## src/rtl/coriolis_mul_arbiter_pkg.sv

```systemverilog
// Shared constants and helpers for the round-robin multiply arbiter and its tag FIFO.
package coriolis_mul_arbiter_pkg;

  localparam int STREAMW_DEF = 32;
  localparam int NREQ_DEF    = 2;

  // Ceiling log2 with a floor of 1, so a 2-entry space still gets a 1-bit index.
  function automatic int clog2(input int v);
    int r;
    r = 1;
    for (int i = 1; i < 31; i++) begin
      if ((1 << i) < v) r = i + 1;
    end
    return r;
  endfunction

  localparam int TAGW_DEF = clog2(NREQ_DEF);

endpackage

```

## src/rtl/coriolis_tag_fifo.sv

```systemverilog
// In-order requester-tag FIFO; the head entry is readable combinationally.
module coriolis_tag_fifo
  import coriolis_mul_arbiter_pkg::*;
#(
  parameter int TAGW  = 1,
  parameter int DEPTH = 4,
  localparam int PW   = clog2(DEPTH),
  localparam int CW   = clog2(DEPTH) + 1
) (
  input  logic            clk,
  input  logic            rst,
  input  logic            push,
  input  logic            pop,
  input  logic [TAGW-1:0] din,
  output logic [TAGW-1:0] dout,
  output logic            full,
  output logic            empty,
  output logic [CW-1:0]   count
);

  logic [TAGW-1:0] mem_q [DEPTH];
  logic [PW-1:0]   wr_ptr_q, wr_ptr_d;
  logic [PW-1:0]   rd_ptr_q, rd_ptr_d;
  logic [CW-1:0]   count_q, count_d;
  logic            push_ok, pop_ok;

  assign full  = (count_q == CW'(DEPTH));
  assign empty = (count_q == '0);
  assign count = count_q;
  assign dout  = mem_q[rd_ptr_q];

  // DEPTH is a power of two, so pointers wrap by natural overflow.
  always_comb begin
    push_ok  = push & ~full;
    pop_ok   = pop & ~empty;
    wr_ptr_d = push_ok ? wr_ptr_q + 1'b1 : wr_ptr_q;
    rd_ptr_d = pop_ok ? rd_ptr_q + 1'b1 : rd_ptr_q;
    count_d  = count_q + CW'(push_ok) - CW'(pop_ok);
  end

  always_ff @(posedge clk) begin
    if (rst) begin
      wr_ptr_q <= '0;
      rd_ptr_q <= '0;
      count_q  <= '0;
    end else begin
      wr_ptr_q <= wr_ptr_d;
      rd_ptr_q <= rd_ptr_d;
      count_q  <= count_d;
    end
  end

  always_ff @(posedge clk) begin
    if (push_ok) mem_q[wr_ptr_q] <= din;
  end

endmodule

```

## src/rtl/coriolis_mul_arbiter.sv

```systemverilog
// Round-robin sharing of one in-order pipelined unit among NREQ requesters, with tag-steered returns.
module coriolis_mul_arbiter
  import coriolis_mul_arbiter_pkg::*;
#(
  parameter int STREAMW = STREAMW_DEF,
  parameter int NREQ    = NREQ_DEF,
  parameter int TAGW    = TAGW_DEF,
  parameter int DEPTH   = 4,
  localparam int CW     = clog2(DEPTH) + 1
) (
  input  logic                    clk,
  input  logic                    rst,
  input  logic [NREQ-1:0]         req_ivalid,
  input  logic [NREQ*STREAMW-1:0] req_in1,
  input  logic [NREQ*STREAMW-1:0] req_in2,
  output logic [NREQ-1:0]         req_iready,
  output logic [NREQ-1:0]         rsp_ovalid,
  output logic [STREAMW-1:0]      rsp_out,
  input  logic [NREQ-1:0]         rsp_oready,
  output logic                    m_ivalid,
  output logic [STREAMW-1:0]      m_in1,
  output logic [STREAMW-1:0]      m_in2,
  input  logic                    m_iready,
  input  logic                    m_ovalid,
  input  logic [STREAMW-1:0]      m_out,
  output logic                    m_oready,
  output logic                    busy,
  output logic                    err
);

  logic [TAGW-1:0] rr_ptr_q, rr_ptr_d;
  logic            err_q, err_d;
  logic [TAGW-1:0] g, head;
  logic [TAGW:0]   cand;
  logic            found, grant, has_tag, pop;
  logic            fifo_full, fifo_empty;
  logic [CW-1:0]   fifo_count;

  // Scan from rr_ptr for the first valid requester; the wrap is a single subtract.
  always_comb begin
    found = 1'b0;
    g     = '0;
    cand  = '0;
    for (int k = 0; k < NREQ; k++) begin
      cand = {1'b0, rr_ptr_q} + (TAGW+1)'(k);
      if (cand >= (TAGW+1)'(NREQ)) cand = cand - (TAGW+1)'(NREQ);
      if (!found && req_ivalid[cand[TAGW-1:0]]) begin
        found = 1'b1;
        g     = cand[TAGW-1:0];
      end
    end
  end

  always_comb begin
    grant      = found & m_iready & ~fifo_full & ~rst;
    req_iready = '0;
    m_in1      = '0;
    m_in2      = '0;
    for (int i = 0; i < NREQ; i++) begin
      if (grant && g == TAGW'(i)) begin
        req_iready[i] = 1'b1;
        m_in1         = req_in1[i*STREAMW +: STREAMW];
        m_in2         = req_in2[i*STREAMW +: STREAMW];
      end
    end
    m_ivalid = grant;
    rr_ptr_d = rr_ptr_q;
    if (grant) rr_ptr_d = (g == TAGW'(NREQ-1)) ? '0 : g + 1'b1;
  end

  always_comb begin
    has_tag    = ~fifo_empty & ~rst;
    rsp_ovalid = '0;
    for (int i = 0; i < NREQ; i++) begin
      if (head == TAGW'(i)) rsp_ovalid[i] = m_ovalid & has_tag;
    end
    m_oready = rsp_oready[head] & has_tag;
    pop      = m_ovalid & m_oready;
    // A result with nothing in flight means the unit and the tag stream have diverged.
    err_d    = err_q | (m_ovalid & fifo_empty);
  end

  assign rsp_out = m_out;
  assign busy    = (fifo_count != '0) & ~rst;
  assign err     = err_q & ~rst;

  always_ff @(posedge clk) begin
    if (rst) begin
      rr_ptr_q <= '0;
      err_q    <= 1'b0;
    end else begin
      rr_ptr_q <= rr_ptr_d;
      err_q    <= err_d;
    end
  end

  coriolis_tag_fifo #(
    .TAGW  (TAGW),
    .DEPTH (DEPTH)
  ) u_fifo (
    .clk   (clk),
    .rst   (rst),
    .push  (grant),
    .pop   (pop),
    .din   (g),
    .dout  (head),
    .full  (fifo_full),
    .empty (fifo_empty),
    .count (fifo_count)
  );

endmodule

```

## config.mk

```make
export PLATFORM = sky130hd
export DESIGN_NAME = coriolis_mul_arbiter
export DESIGN_NICKNAME = d
export VERILOG_FILES = /design/src/rtl/coriolis_mul_arbiter_pkg.sv /design/src/rtl/coriolis_tag_fifo.sv /design/src/rtl/coriolis_mul_arbiter.sv
export SDC_FILE = /design/constraint.sdc
export NUM_CORES = 1
export LEC_CHECK = 0
export ABC_AREA = 1
export CAP_MARGIN = 20
export CORE_AREA = 2 2 104 106
export CTS_BUF_LIST = sky130_fd_sc_hd__clkbuf_16
export DETAILED_ROUTE_END_ITERATION = 16
export DIE_AREA = 0 0 106 108
export GPL_ROUTABILITY_DRIVEN = 0
export GPL_TIMING_DRIVEN = 0
export PLACE_DENSITY = 0.63
export RECOVER_POWER = 25
export SETUP_SLACK_MARGIN = 0.02
export SKIP_LAST_GASP = 1
export SYNTH_ARGS = -nofsm -noshare
export SYNTH_HDL_FRONTEND = slang
export SYNTH_SLANG_ARGS = --single-unit
```

## constraint.sdc

```tcl
create_clock -name clk -period 3.5 [get_ports clk]
set_input_delay 1.05 -clock clk [delete_from_list [all_inputs] [get_ports clk]]
set_output_delay 1.05 -clock clk [all_outputs]
set_load 0.01 [all_outputs]
```

Yosys cells after proc, flatten, opt, wreduce, memory -nomap -nowiden
Memory sizes are Yosys's and may differ from the RTL's. A register that Yosys moved wholly into a read port is not among the register bits. Index checks and enable logic that the tools add are counted.

Register bits after elaboration: 9. Bits in writable memories: 4. Input bits: 168. Word-level logic and storage cells: 68. Memories kept: 1.

$add $sub $neg: 8. $lt $le $gt $ge: 5. Equality and inequality tests: 1. Mux-type cells: 25. Bitwise logic cells: 17. Reduce and logical (&&, ||, !) cells: 6.

Memory list: u_fifo.mem_q (words 4, bits a word 1, read ports 1, clocked after memory_dff 1, wr ports 1, line coriolis_tag_fifo.sv:21) `logic [TAGW-1:0] mem_q [DEPTH];`.

Operators by type and width (number): $mux W32 (4); $mux W1 (19); $and A1 B1 Y1 (12); $lt A1 B2 Y1 const B (3); $add A2 B1 Y2 const B (2); $mux W2 (2); $not A1 Y1 (4); $add A3 B1 Y3 (1); $eq A3 B3 Y1 const B (1); $logic_and A1 B1 Y1 (3); $logic_not A3 Y1 (1); $reduce_bool A3 Y1 (1); $sub A3 B1 Y3 (1); $add A1 B1 Y2 const B (1); $ge A1 B2 Y1 const B (1); $ge A2 B2 Y1 const B (1); $sub A1 B1 Y1 const B (2); $add A1 B1 Y1 const B (1); $logic_not A1 Y1 (1); $or A1 B1 Y1 (1).

Logic depth before layout (Yosys ltp)
Gate-level depths: netlist (run 1).

Depth in word-level cells: 14. Gate-level depth with buffers: 16. Depth with buffers taken out: 16.

By module
Synthesis (run 1) repeated with hierarchy kept, for this count alone.

Cell total of the unflattened synthesis: 355. Area total of the unflattened synthesis: 1976.9 um2.

By module, submodules not included: coriolis_mul_arbiter (times used 1, cells an instance 275, area each 1310.0 um2, sequential area each 40.0 um2); coriolis_tag_fifo (times used 1, cells an instance 80, area each 666.9 um2, sequential area each 300.3 um2).

Worst setup path before layout (run 1)
OpenSTA, ideal clock, no wires.

Kind: input port to output port. From: in rst. To: out m_in1[0]. Arrival time: 2.006 ns. Required time: 2.450 ns. Slack: 0.444 ns. Stages on the path: 10. Path buffers: 2. Cell sequence: inv_2 > nand2_4 > nor2_8 > nand2_8 > inv_6 > nand2_4 > inv_2 > buf_6 > buf_8 > a22o_1.

Word-level cells in the longest chain between the ends: 5. Elaborated cells between the ends (all ways): 6. Classes of those cells: 2 x mux; 2 x bitwise; 2 x reduce/logical.

RTL lines: start: declaration (line coriolis_mul_arbiter.sv:12) `input logic rst,`; $not A1 Y1 (*) (line coriolis_mul_arbiter.sv:55) `grant = found & m_iready & ~fifo_full & ~rst;`; $and A1 B1 Y1 (*) (line coriolis_mul_arbiter.sv:55); $logic_and A1 B1 Y1 (line coriolis_mul_arbiter.sv:60) `if (grant && g == TAGW'(i)) begin`; $mux W32 (line coriolis_mul_arbiter.sv:60); $mux W32 (*) (line coriolis_mul_arbiter.sv:60); end: declaration (line coriolis_mul_arbiter.sv:21) `output logic [STREAMW-1:0] m_in1,`.

Mark *: on every way between the ends. The rest lies on a longest branch, timed or not.

Final worst setup path (run 1)
From: in m_ovalid. To: out rsp_ovalid[0].

Word-level cells in the longest chain between the ends: 2.

RTL lines: start: declaration (line coriolis_mul_arbiter.sv:24) `input logic m_ovalid,`; $and A1 B1 Y1 (line coriolis_mul_arbiter.sv:75) `if (head == TAGW'(i)) rsp_ovalid[i] = m_ovalid & has_tag;`; $mux W1 (line coriolis_mul_arbiter.sv:75); end: declaration (line coriolis_mul_arbiter.sv:17) `output logic [NREQ-1:0] rsp_ovalid,`.

Every way passes these cells.

==> results of run 1 <==
[routing by layer]
| metal | part of all wire [%] | vias up | track usage [%] |
|---|---|---|---|
| met5 | 0 | - | 0 |
| met4 | 1.4 | 0 | 2.54 |
| met3 | 8.2 | 10 | 4.22 |
| met2 | 52 | 137 | 26.7 |
| met1 | 39 | 1118 | 16.8 |
| li1 | - | 1214 | - |
[metrics by stage]
step	setup TNS, ns	setup slack, ns	instances
floorplan	0	0.444	210
global placement	-54.63	-0.938	585
detailed placement	-53.92	-0.922	585
CTS	0	0.0254	593
global route	-0.0982	-0.0250	593
finish	0	0.0338	593
[path summary, 6_finish.rpt]
kind,startpoint,end,slack (ns),cells after the start
max,m_ovalid,rsp_ovalid[0],0.03,4
min,u_fifo.wr_ptr_q[0],u_fifo.wr_ptr_q[0],0.50,1
max reg2reg,u_fifo.count[1],u_fifo.count[2],1.19,14
min reg2reg,u_fifo.wr_ptr_q[0],u_fifo.wr_ptr_q[0],0.50,1
[area by class of cell]
type / count / area [sq um] / area share (%)
Sequential cell: 15 / 340 / 7.95
Tap cell: 136 / 170 / 3.97
Clock inverter: 1 / 5.00 / 0.117
Multi-Input combinational cell: 124 / 956 / 22.3
Timing Repair Buffer: 243 / 2210 / 51.7
Clock buffer: 3 / 75.1 / 1.75
Inverter: 25 / 101 / 2.37
Buffer: 46 / 422 / 9.85
[power by group through the flow]
| stage | clock network, mW | logic (mW) | registers [mW] |
|---|---|---|---|
| 6_report | 0.218 | 0.547 | 0.207 |
| 5_1_grt | 0.232 | 0.590 | 0.209 |
| 4_1_cts | 0.224 | 0.566 | 0.207 |
| 3_5_place_dp | 0 | 0.579 | 0.210 |
| 3_3_place_gp | 0 | 0.574 | 0.209 |
| 2_1_floorplan | 0 | 0.236 | 0.207 |
[synthesized netlist by cell type]
| library cell | count |
|---|---|
| edfxtp_1 | 4 |
| nor2_1 | 12 |
| buf_8 | 5 |
| nor2_4 | 1 |
| nand2_8 | 1 |
| nand3b_1 | 1 |
| nor2_2 | 1 |
| nand2_1 | 15 |
| xor2_1 | 1 |
| buf_4 | 37 |
| o21ai_2 | 1 |
| nand3_1 | 6 |
| nand2_4 | 2 |
| a21oi_1 | 7 |
| o22ai_1 | 1 |
| fa_1 | 1 |
| inv_2 | 3 |
| ha_1 | 6 |
| buf_2 | 2 |
| inv_6 | 1 |
| o21ai_0 | 3 |
| nor2_8 | 1 |
| dfxtp_1 | 11 |
| buf_6 | 2 |
| inv_1 | 21 |
| a22o_1 | 64 |
[layout by cell type, fill, tap and decap left out]
cell type,count
clkdlybuf4s50_1,158
a22o_1,64
buf_4,37
clkbuf_2,26
inv_1,22
buf_2,19
nand2_1,15
nor2_1,12
dfxtp_1,11
dlygate4sd2_1,11
clkdlybuf4s15_1,11
dlygate4sd3_1,11
a21oi_1,7
nand3_1,6
buf_8,6
ha_1,6
buf_6,5
edfxtp_1,4
o21ai_0,3
clkbuf_16,3
nand2_4,2
clkdlybuf4s15_2,2
nor2_4,1
inv_2,1
nor2_8,1
nand2_8,1
inv_6,1
nand3b_1,1
o21ai_4,1
inv_4,1
nor2_2,1
buf_12,1
o22ai_1,1
xor2_1,1
fa_1,1
clkinv_2,1
bufbuf_16,1
dlymetal6s2s_1,1
[logic make-up after synthesis]
| logic type | Yosys count | share of synthesized area, % |
|---|---|---|
| buf+inv | 71 | 27.3 |
| xor+xnor | 1 | 0.494 |
| flops | 15 | 19.2 |
| simple gates | 40 | 12.4 |
| compound gates | 76 | 35.3 |
| fa+ha+maj | 7 | 5.36 |
[timing repair]
item,4_1_cts,5_1_grt
resized for setup,174,33
buffers inserted,3,0
pin swaps,1,1
endpoints found under the setup margin,71,42
endpoints found under the hold margin,0,0
gates cloned,1,0
==> out/qor.yml, run 1 <==
outcome: "finished clean"
hold_buffers: 0
cts_tree: "built"
grt_max_degree: 11
clk-insertion-delay-late_ns: 0.24
worst_pin_slew_ns: 0.224
skew_ns: 0.00256
setup_viol: 0
syn_area_sq_um: 1770
critPathTopFamily: "buffers and inverters"
synth_area_leaders: "a22o_1 32%, buf_4 16%, dfxtp_1 12%"
vias: 2479
ys_seq_area_share_pct: 19.2
syn_inst: 210
finalCritPeriodShare_pct: 99.0
cp-start-kind: "input pin"
antenna_found_initial: 0
critPathCaptureType: "output port"
holdWs_ns: 0.504
cp.required_ns: 2.45
postLayoutCoreUtil_pct: 41.9
cts_root_buffer: "clkbuf_16"
netSwitchingPower_mw: 0.290
grt_pass1_wl_um: 13100
hp-class: "register to register"
crit_type: "input pin to output port"
hpwlAfterDp_um: 8060
cts_sinks: 15
grt_pass1_vias: 2489
critical_path.cell_chain: "clkdlybuf4s50_1 -> nand3_1 -> a21oi_1 -> clkdlybuf4s50_1"
synth-seq-cells: 15
portBuffers: 239
core_area_sq_um: 10200
path_clk_slew_ns: 0.05
clock_power_share_pct: 22.4
slew_viol_final: 0
io_pins: 272
p_leak_nw: 2.00
ant_nets: 0
yosys.area.top_type_share_pct: 31.6
p_int_mw: 0.683
grt_use_total_pct: 14.5
path_buf_inv: 2
syn_to_final_growth_pct: 142
fp-row-count: 37
fin_area_sq_um: 4280
power.total_mw: 0.972
place_area_sq_um: 4340
wl_per_cell_um: 15.7
cp_slowest_cell: "clkdlybuf4s50_1"
hold_viol_final: 0
drive_above_1_share_pct: 24.3
fmax_mhz: 289
viasPerCell: 4.18
relSlewSlack_pct: 85.0
synth_top_area_cell: "a22o_1"
wirelength_um: 9320
first_iter_violations: 135
syn_nets: 385
yosysWarnings: 0
power_density_nw_per_um2: 227
p_comb_share_pct: 56.3
start_util_pct: 17.3
peakVddDrop_uv: 172
drc: 0
dieArea_sq_um: 11400
fillers: 1022
numCtsBuffers: 3
die_width_um: 106
p_seq_share_pct: 21.3
cp_common_cell: "clkdlybuf4s50_1"
switching_share_pct: 29.8
clock_path_buffers: 2
max_cap_viol_count: 0
path_max_fanout: 4
nets: 633
htree_levels: 1
period_needed_ns: 3.47
diodes: 0
syn_avg_cell_area_sq_um: 8.44
rsz0062_at_grt: "yes"
grt-ovfl-total: 0
synthDistinctLibCells: 26
dr.pass1.iters: 4
die_y_um: 108
slowest_delay_ns: 0.56
cp_data_arrival_time_ns: 2.42
Note: power is estimated with default switching activity, not from simulation.
==> inputs of run 2 (changes only) <==
--- a/config.mk
+++ b/config.mk
@@ -8,7 +8,7 @@
 export ABC_AREA = 1
 export CAP_MARGIN = 20
 export CORE_AREA = 2 2 104 106
-export CTS_BUF_LIST = sky130_fd_sc_hd__clkbuf_16
+export CTS_BUF_LIST = sky130_fd_sc_hd__clkbuf_4
 export DETAILED_ROUTE_END_ITERATION = 16
 export DIE_AREA = 0 0 106 108
 export GPL_ROUTABILITY_DRIVEN = 0
==> run 2 against run 1 <==
Against the previous run: sequential cell count unchanged; die area unchanged; sequential share of layout area up 0.099 points; largest cell class unchanged; combinational power about the same; first-iteration DRC count down 6.7%; setup slack worse by 0.012 ns; maximum frequency down 0.35%; global-route usage up 0.089 points; critical path depth unchanged; non-clock buffer count unchanged.
==> out/qor.yml, run 2 (synthesis results as in run 1) <==
place_area_sq_um: 4340  # unchanged
dr.pass1.iters: 4  # unchanged
power.total_mw: 0.852  # -12%
antenna_found_initial: 0  # unchanged
cp_data_arrival_time_ns: 2.43  # about the same
grt_use_total_pct: 14.5  # +0.089 points
clock_path_buffers: 2  # unchanged
hold_viol_final: 0  # unchanged
portBuffers: 239  # unchanged
outcome: "finished clean"
cts_root_buffer: "clkbuf_4"
syn_to_final_growth_pct: 139
die_width_um: 106  # unchanged
rsz0062_at_grt: "yes"
grt_pass1_wl_um: 13200  # +0.69%
crit_type: "input pin to output port"
critPathCaptureType: "output port"
fillers: 1028  # +0.59%
mostFrequentLayoutCell: "clkdlybuf4s50_1"
max_cap_viol_count: 0  # unchanged
worst_pin_slew_ns: 0.225  # +0.000743 ns
dp_slack_ns: -0.922  # unchanged
path_max_fanout: 4  # unchanged
vias: 2495  # +0.65%
fmax_mhz: 287  # -0.35%
start_util_pct: 17.3  # unchanged
relSlewSlack_pct: 85.0  # about the same
grt_pass1_vias: 2498  # +0.36%
path_clk_slew_ns: 0.10  # +0.05 ns
grt_max_degree: 11  # unchanged
setup_slack_ns: 0.0217  # -0.0121 ns
nets: 633  # unchanged
skew_ns: 0.00724  # +0.00467 ns
peakVddDrop_uv: 170  # -1.2%
finalCritPeriodShare_pct: 99.4  # +0.35 points
ant_nets: 0  # unchanged
fp-row-count: 37  # unchanged
hp-class: "register to register"
holdWs_ns: 0.512  # +0.00795 ns
rrSetupSlack_ns: 1.18  # about the same
cp-start-kind: "input pin"
period_needed_ns: 3.48  # +0.0121 ns
hold_buffers: 0  # unchanged
hpwlAfterDp_um: 8060  # unchanged
htree_levels: 1  # unchanged
diodes: 0  # unchanged
die_y_um: 108  # unchanged
clk-insertion-delay-late_ns: 0.28  # +0.04 ns
power_density_nw_per_um2: 201  # -11%
cts_sinks: 15  # unchanged
viasPerCell: 4.21  # +0.65%
numCtsBuffers: 3  # unchanged
drc: 0  # unchanged
cts_tree: "built"
drive_above_1_share_pct: 24.3  # unchanged
grt-ovfl-total: 0  # unchanged
wl_per_cell_um: 15.7  # +0.11%
slew_viol_final: 0  # unchanged
first_iter_violations: 126  # -6.7%
fin_area_sq_um: 4230  # -1.2%
setup_viol: 0  # unchanged
dieArea_sq_um: 11400  # unchanged
p_leak_nw: 1.98  # -1.2%
wirelength_um: 9330  # +0.11%
io_pins: 272  # unchanged
core_area_sq_um: 10200  # unchanged
layout.cells.most_common_list: "158 x clkdlybuf4s50_1, 64 x a22o_1, 37 x buf_4"
postLayoutCoreUtil_pct: 41.3  # -0.51 points
cp.required_ns: 2.45  # about the same
## run 2: cell counts in the layout (fill, tap and decap cells not counted)
Identical to the previous run, type by type.
## run 2: layout make-up
| class | count | area [sq um] | share of cell area (%) |
|---|---|---|---|
| Timing Repair Buffer | 243 | 2210 | 52.3 |
| Multi-Input combinational cell | 124 | 956 | 22.6 |
| Buffer | 46 | 422 | 9.97 |
| Sequential cell | 15 | 340 | 8.04 |
| Tap cell | 136 | 170 | 4.02 |
| Inverter | 25 | 101 | 2.40 |
| Clock buffer | 3 | 22.5 | 0.532 |
| Clock inverter | 1 | 5.00 | 0.118 |
## run 2: layer usage
layer | up-vias | GRT usage, % | part of all wire, %
met5 | - | 0 | 0
met4 | 0 | 3.29 | 1.7
met3 | 12 | 4.16 | 8.2
met2 | 139 | 26.6 | 51
met1 | 1131 | 16.8 | 39
li1 | 1213 | - | -
## run 2: critical path, stage by stage
cell             delay, ns
clkdlybuf4s50_1       0.49
nand3_1               0.17
a21oi_1               0.16
clkdlybuf4s50_1       0.56
## run 2: final timing paths
| check | startpoint | cells past startpoint | end |
|---|---|---|---|
| worst max-delay path | m_ovalid | 4 | rsp_ovalid[0] |
| worst min register to register | rr_ptr_q | 2 | rr_ptr_q |
| worst min-delay path | rr_ptr_q | 2 | rr_ptr_q |
| worst max register to register | u_fifo.count[1] | 14 | u_fifo.count[2] |
## run 2: repair_timing
item | in CTS | in global routing
setup buffers | 3 | 0
endpoints found under the setup margin | 71 | 42
hold endpoints to repair | 0 | 0
gates resized for setup | 174 | 33
cloned | 1 | 0
pin swaps | 1 | 1
## run 2: per-stage QoR
step	instances	setup TNS, ns
floorplan	210	0
global placement	585	-54.63
detailed placement	585	-53.92
CTS	593	0
global route	593	-0.0955
finish	593	0
## run 2: report_power, final
group          total (mW)  switching (mW)  internal (mW)
registers           0.206          0.0113          0.195
clock network      0.0984          0.0560         0.0424
logic               0.547           0.213          0.335
